==> src/rtl/issue_queue.sv <==
// issue_queue: 16-entry reservation station with CDB wakeup, request/grant interface and a registered issue slot.
// Latency: wakeup-to-request 1 cycle; grant-to-issue_valid_OUT 1 cycle; back-to-back issue at one per cycle.
// Backpressure: alloc_ready_OUT drops when all 16 entries are valid; requests_OUT masked while the issue slot is stalled.
//
// Ports:
//   clock_IN, reset_IN (async, active-high), flush_IN (sync squash)
//   alloc_*      : dispatch interface (valid/ready, opcode, dst tag, two source operands)
//   cdb_*        : common data bus broadcast (valid, tag, data)
//   requests_OUT : one request bit per issuable entry, to the arbitration tree
//   grants_IN    : one-hot grant from the tree, same cycle
//   issue_*      : registered issue slot toward the functional unit (valid/ready)
//   occupancy_OUT: count of valid entries, present only when ISSUE_QUEUE_OCCUPANCY_EN is defined
module issue_queue #(
  parameter int TAG_W  = 6,
  parameter int DATA_W = 32,
  parameter int OP_W   = 8
) (
  input  logic              clock_IN,
  input  logic              reset_IN,
  input  logic              flush_IN,
  input  logic              alloc_valid_IN,
  output logic              alloc_ready_OUT,
  input  logic [OP_W-1:0]   alloc_op_IN,
  input  logic [TAG_W-1:0]  alloc_dst_tag_IN,
  input  logic              alloc_src1_rdy_IN,
  input  logic              alloc_src2_rdy_IN,
  input  logic [TAG_W-1:0]  alloc_src1_tag_IN,
  input  logic [TAG_W-1:0]  alloc_src2_tag_IN,
  input  logic [DATA_W-1:0] alloc_src1_val_IN,
  input  logic [DATA_W-1:0] alloc_src2_val_IN,
  input  logic              cdb_valid_IN,
  input  logic [TAG_W-1:0]  cdb_tag_IN,
  input  logic [DATA_W-1:0] cdb_data_IN,
  output logic [15:0]       requests_OUT,
  input  logic [15:0]       grants_IN,
  output logic              issue_valid_OUT,
  input  logic              issue_ready_IN,
  output logic [OP_W-1:0]   issue_op_OUT,
  output logic [TAG_W-1:0]  issue_dst_tag_OUT,
  output logic [DATA_W-1:0] issue_src1_OUT,
  output logic [DATA_W-1:0] issue_src2_OUT
`ifdef ISSUE_QUEUE_OCCUPANCY_EN
  ,
  output logic [4:0]        occupancy_OUT
`endif
);

  localparam int N = 16;

  // Control state (reset) and payload (no reset; only meaningful while valid).
  logic [N-1:0]      valid_q;
  logic [N-1:0]      src1_rdy_q;
  logic [N-1:0]      src2_rdy_q;
  logic [TAG_W-1:0]  src1_tag_q [N];
  logic [TAG_W-1:0]  src2_tag_q [N];
  logic [DATA_W-1:0] src1_val_q [N];
  logic [DATA_W-1:0] src2_val_q [N];
  logic [OP_W-1:0]   op_q       [N];
  logic [TAG_W-1:0]  dst_q      [N];

  logic [3:0]   free_idx;
  logic [3:0]   sel_idx;
  logic         alloc_fire;
  logic         grant_fire;
  logic         slot_open;
  logic [N-1:0] eff_grant;
  logic [N-1:0] wake1;
  logic [N-1:0] wake2;
  logic         alloc_hit1;
  logic         alloc_hit2;

  assign alloc_ready_OUT = ~&valid_q;
  assign alloc_fire      = alloc_valid_IN & alloc_ready_OUT;
  assign slot_open       = !issue_valid_OUT || issue_ready_IN;
  assign requests_OUT    = valid_q & src1_rdy_q & src2_rdy_q & {N{slot_open}};
  // Grant bits on non-requesting entries are masked off; requests already imply slot_open.
  assign eff_grant       = grants_IN & requests_OUT;
  assign grant_fire      = |eff_grant;

  // Operands captured from the CDB in the same cycle they are dispatched.
  assign alloc_hit1 = !alloc_src1_rdy_IN && cdb_valid_IN && (alloc_src1_tag_IN == cdb_tag_IN);
  assign alloc_hit2 = !alloc_src2_rdy_IN && cdb_valid_IN && (alloc_src2_tag_IN == cdb_tag_IN);

  // Lowest free entry and lowest effective grant (scan high to low so the lowest wins).
  always_comb begin
    free_idx = '0;
    sel_idx  = '0;
    for (int i = N-1; i >= 0; i--) begin
      if (!valid_q[i])   free_idx = 4'(i);
      if (eff_grant[i])  sel_idx  = 4'(i);
    end
  end

  // Tag match per entry; qualified with valid and not-ready where used.
  always_comb begin
    for (int i = 0; i < N; i++) begin
      wake1[i] = cdb_valid_IN && valid_q[i] && !src1_rdy_q[i] && (src1_tag_q[i] == cdb_tag_IN);
      wake2[i] = cdb_valid_IN && valid_q[i] && !src2_rdy_q[i] && (src2_tag_q[i] == cdb_tag_IN);
    end
  end

  always_ff @(posedge clock_IN or posedge reset_IN) begin
    if (reset_IN) begin
      valid_q    <= '0;
      src1_rdy_q <= '0;
      src2_rdy_q <= '0;
    end else if (flush_IN) begin
      valid_q <= '0;
    end else begin
      for (int i = 0; i < N; i++) begin
        if (wake1[i]) src1_rdy_q[i] <= 1'b1;
        if (wake2[i]) src2_rdy_q[i] <= 1'b1;
      end
      // The granted entry is valid and the allocated one is free, so they never collide.
      if (grant_fire) valid_q[sel_idx] <= 1'b0;
      if (alloc_fire) begin
        valid_q[free_idx]    <= 1'b1;
        src1_rdy_q[free_idx] <= alloc_src1_rdy_IN | alloc_hit1;
        src2_rdy_q[free_idx] <= alloc_src2_rdy_IN | alloc_hit2;
      end
    end
  end

  always_ff @(posedge clock_IN) begin
    for (int i = 0; i < N; i++) begin
      if (wake1[i]) src1_val_q[i] <= cdb_data_IN;
      if (wake2[i]) src2_val_q[i] <= cdb_data_IN;
    end
    if (alloc_fire) begin
      op_q[free_idx]       <= alloc_op_IN;
      dst_q[free_idx]      <= alloc_dst_tag_IN;
      src1_tag_q[free_idx] <= alloc_src1_tag_IN;
      src2_tag_q[free_idx] <= alloc_src2_tag_IN;
      src1_val_q[free_idx] <= alloc_hit1 ? cdb_data_IN : alloc_src1_val_IN;
      src2_val_q[free_idx] <= alloc_hit2 ? cdb_data_IN : alloc_src2_val_IN;
    end
  end

  // Issue slot: load on grant (also covers accept+grant back-to-back), drain on accept, hold otherwise.
  always_ff @(posedge clock_IN or posedge reset_IN) begin
    if (reset_IN) begin
      issue_valid_OUT   <= 1'b0;
      issue_op_OUT      <= '0;
      issue_dst_tag_OUT <= '0;
      issue_src1_OUT    <= '0;
      issue_src2_OUT    <= '0;
    end else if (flush_IN) begin
      issue_valid_OUT <= 1'b0;
    end else if (grant_fire) begin
      issue_valid_OUT   <= 1'b1;
      issue_op_OUT      <= op_q[sel_idx];
      issue_dst_tag_OUT <= dst_q[sel_idx];
      issue_src1_OUT    <= src1_val_q[sel_idx];
      issue_src2_OUT    <= src2_val_q[sel_idx];
    end else if (issue_ready_IN) begin
      issue_valid_OUT <= 1'b0;
    end
  end

`ifdef ISSUE_QUEUE_OCCUPANCY_EN
  always_ff @(posedge clock_IN or posedge reset_IN) begin
    if (reset_IN) begin
      occupancy_OUT <= '0;
    end else if (flush_IN) begin
      occupancy_OUT <= '0;
    end else begin
      case ({alloc_fire, grant_fire})
        2'b10:   occupancy_OUT <= occupancy_OUT + 5'd1;
        2'b01:   occupancy_OUT <= occupancy_OUT - 5'd1;
        default: occupancy_OUT <= occupancy_OUT;
      endcase
    end
  end
`endif

endmodule

==> config.mk <==
export PLATFORM = sky130hd
export DESIGN_NAME = issue_queue
export DESIGN_NICKNAME = d
export VERILOG_FILES = /design/src/rtl/issue_queue.sv
export SDC_FILE = /design/constraint.sdc
export NUM_CORES = 2
export LEC_CHECK = 0
export CORE_ASPECT_RATIO = 0.8
export CORE_MARGIN = 4
export CORE_UTILIZATION = 50
export DETAILED_ROUTE_END_ITERATION = 12
export HOLD_SLACK_MARGIN = 0.05
export PLACE_DENSITY_LB_ADDON = 0.05
export SETUP_SLACK_MARGIN = 0.5
export SLEW_MARGIN = 30
export SYNTH_ARGS = -nofsm -noshare
export SYNTH_HDL_FRONTEND = slang
export SYNTH_SLANG_ARGS = --single-unit
==> constraint.sdc <==
create_clock -name clock_IN -period 5.25 [get_ports clock_IN]
set_input_delay 1.05 -clock clock_IN [delete_from_list [all_inputs] [get_ports clock_IN]]
set_output_delay 1.05 -clock clock_IN [all_outputs]
set_load 0.05 [all_outputs]
==> metrics.md <==
| Metric | Value |
|---|---|
| Status | `completed` |
| Worst Path Required | `4.20 ns` |
| Largest vdd supply drop | `256 uV` |
| Tightest Pin Transition | `1.10 ns` |
| Row cnt | `124` |
| Largest net degree at the start of global routing | `112` |
| Synth Instances | `6,097` |
| Finished Cell Area | `83,500 sq um` |
| 1st-pass router iterations | `8` |
| # H-tree levels | `4` |
| Top delay family on crit path | `buffers and inverters` |
| Dpl ws | `0.321 ns` |
| Via/cell ratio | `7.01` |
| Fin crit period | `4.58 ns` |
| Placed cell area | `78,200 sq um` |
| Final nets | `6,334` |
| Pwr Density | `363 nW/um^2` |
| Syn. warnings | `0` |
| DIE WIDTH | `431 microns` |
| Grt ovf | `0` |
| Crit path kind | `in2out` |
| Post-synth top flop | `edfxtp_1` |
| Clock-pin slew on the worst setup and hold paths | `0.05 ns` |
| Core region area | `143,000 sq um` |
| R2r setup slk | `1.26 ns` |
| Crit start category | `primary input` |
| First-pass GRT wire length | `409,000 microns` |
| Initial Utilization | `50.2%` |
| Worst Path Arrival | `3.53 ns` |
| Number of buffers created by CTS | `160` |
| IO buf count | `247` |
| Drt wl/cell | `35.9 microns` |
| CTS tree | `built` |
| Vias in the first global route | `53,181` |
| Final wirelength | `295,000 microns` |
| Period utilisation layout | `87.3%` |
| Crit-path max FO | `12` |
| CP max stage delay | `0.93 ns` |
| CP Capture Type | `output port` |
| CTS Buffer Depth | `3` |
| CTS sink cnt | `1,567` |
| Hold WC Path Type | `reg2reg` |
| Top cells by count, synth | `edfxtp_1, a21oi_1, nor2_1` |
| Maximum clock rate | `218 MHz` |
| Share of cells above drive strength 1 | `11.2%` |
| Slew HR | `26.6%` |
| Yosys top cell area share | `60.3%` |
| GRT Total Usage | `38.5%` |
| Placed instance count | `7,910` |
| RSZ-0062 raised after global routing | `false` |
| Net count after synthesis | `6,249` |
| Area grow syn2layout | `16.5%` |
| CP max stage cell | `clkdlybuf4s50_1` |
| Fin cells | `8,219` |
| Synth unique cells | `73` |
| Maxcap violations | `0` |
| DIE AREA | `150,000 sq um` |
| RePlAce Congestion | `0.901` |
| Via count | `57,653` |
| Worst Clk Skew | `0.0386 ns` |
| Seq cells post-synth | `1,567` |
| Sequential share of the synthesized area | `64.7%` |
| EDFF count, synth | `1,440` |
| Die H | `347 microns` |
| Post-route ant nets | `0` |
| Average cell area after synthesis | `11.8 sq um` |
| DRC Markers | `0` |
| Pwr Total | `30.3 mW` |
| Fill count | `11,612` |
| Fraction of registers with async set/reset | `8.10%` |
| Worst path cell trace | `clkdlybuf4s50_1, and2b_1, nor3b_2, clkdlybuf4s50_1` |
| Leading area contributor after synthesis | `edfxtp_1` |
| Post-DP HPWL | `174,000 microns` |
| Worst-Skew Late Latency | `0.82 ns` |
| Pleak | `27.6 nW` |
| Count leader, synth | `edfxtp_1` |
| Final hold vios | `0` |
| Antenna violations before repair | `15` |
| Most used cell, CP | `clkdlybuf4s50_1` |
| 1st-iter DRT viols | `10,266` |
| Postcts setup bufs | `0` |
| Top-level I/O count | `248` |
| WP buf/inv | `2` |
| Endpoints failing setup | `0` |
| Mapped cell area | `71,700 sq um` |
| Setup TNS | `0 ns` |
| Largest cells by area after synthesis | `edfxtp_1, a21oi_1, dfrtp_1` |
| Max-slew violation count | `0` |
| Root buffer cell | `clkbuf_16` |
| Final WS setup | `0.669 ns` |
==> cells in the final DEF, fill, tap and decap left out, types with 23 or more instances in the layout <==
master / n
o32a_1: 24
a21oi_1: 1147
clkinv_2: 25
nand2_1: 46
nor2_1: 601
and4_1: 92
mux2_2: 26
buf_4: 234
a31oi_1: 363
o211ai_1: 56
nor4b_1: 53
xnor2_1: 100
nand4_1: 38
clkbuf_16: 162
buf_12: 93
xor2_1: 104
clkbuf_1: 42
and3_1: 130
dfrtp_1: 127
a31o_1: 106
mux2i_1: 87
o221ai_1: 24
nand3_1: 546
edfxtp_1: 1440
nor3_1: 27
a221oi_1: 23
clkdlybuf4s50_1: 234
clkinv_1: 24
a32o_1: 53
==> stage by stage <==
| stage | hold slack (ns) | util, % |
|---|---|---|
| global placement | 0.518 | 54.8 |
| finish | 0.546 | 58.5 |
| CTS | 0.541 | 58.5 |
| floorplan | 0.505 | - |
| detailed placement | 0.525 | 54.8 |
| global route | 0.563 | 58.5 |
==> final timing paths <==
| kind | startpoint | endpoint | depth (start not counted) |
|---|---|---|---|
| max reg2reg | issue_valid_OUT | issue_src1_OUT[15] | 11 |
| min reg2reg | issue_op_OUT[1] | issue_op_OUT[1] | 1 |
| max | issue_ready_IN | requests_OUT[1] | 4 |
| max in group asynchronous | reset_IN | issue_src2_OUT[7] | 3 |
| min in group asynchronous | reset_IN | src2_rdy_q[8] | 2 |
| min | issue_op_OUT[1] | issue_op_OUT[1] | 1 |
==> power breakdown <==
part	internal [mW]	switching [mW]	total [mW]	leakage, nW
Sequential	14.1	0.569	14.6	14.5
Combinational	1.19	2.76	3.95	10.5
Clock	6.67	5.07	11.7	2.58
==> sequential cells by signal (all words and copies together) (netlist names) <==
register / count
issue_valid_OUT: 1
dst_q: 96
src1_tag_q: 96
issue_src2_OUT: 32
valid_q: 16
issue_op_OUT: 8
op_q: 128
src1_rdy_q: 16
src2_tag_q: 96
src1_val_q: 512
issue_dst_tag_OUT: 6
src2_val_q: 512
src2_rdy_q: 16
issue_src1_OUT: 32
==> kinds of logic after synthesis <==
family / share of synthesized area, %
mux: 1.65
xor+xnor: 2.49
buf+inv: 3.78
flops: 64.7
compound gates: 15.9
simple gates: 11.4
==> final cells by class <==
class,instances,area (sq um),area share (%)
Clock buffer,220,4430,5.31
Clock inverter,80,848,1.02
Inverter,25,129,0.154
Timing Repair Buffer,579,6130,7.34
Antenna cell,9,22.5,0.0270
Sequential cell,1567,46400,55.6
Tap cell,1890,2360,2.83
Multi-Input combinational cell,3849,23200,27.8
==> routing by layer <==
metal  vias up  GRT usage, %  wire length (microns)
met5         -             0                     41
met4         6          15.1                  12600
met3       703          11.2                  43000
met2      4627          54.4                 124000
met1     28645          56.1                 115000
li1      23672             -                      -
==> what timing repair did <==
item | CTS | global route
hold buffers | 0 | 0
endpoints found under the setup margin | 1 | 1
pin swaps | 0 | 0
gates resized for setup | 1 | 1
==> worst register-to-register path, stage by stage, from the launching register on <==
cell      delay, ns
dfrtp_1        0.42
and2b_1        0.54
nor2_1         0.17
or4_4          0.57
o211ai_4       0.46
a21oi_4        0.21
buf_12         0.24
buf_12         0.29
and3_1         0.18
a211oi_1       0.24
o221ai_1       0.17
o32a_1         0.38
Note: power is estimated with default switching activity, not from simulation.
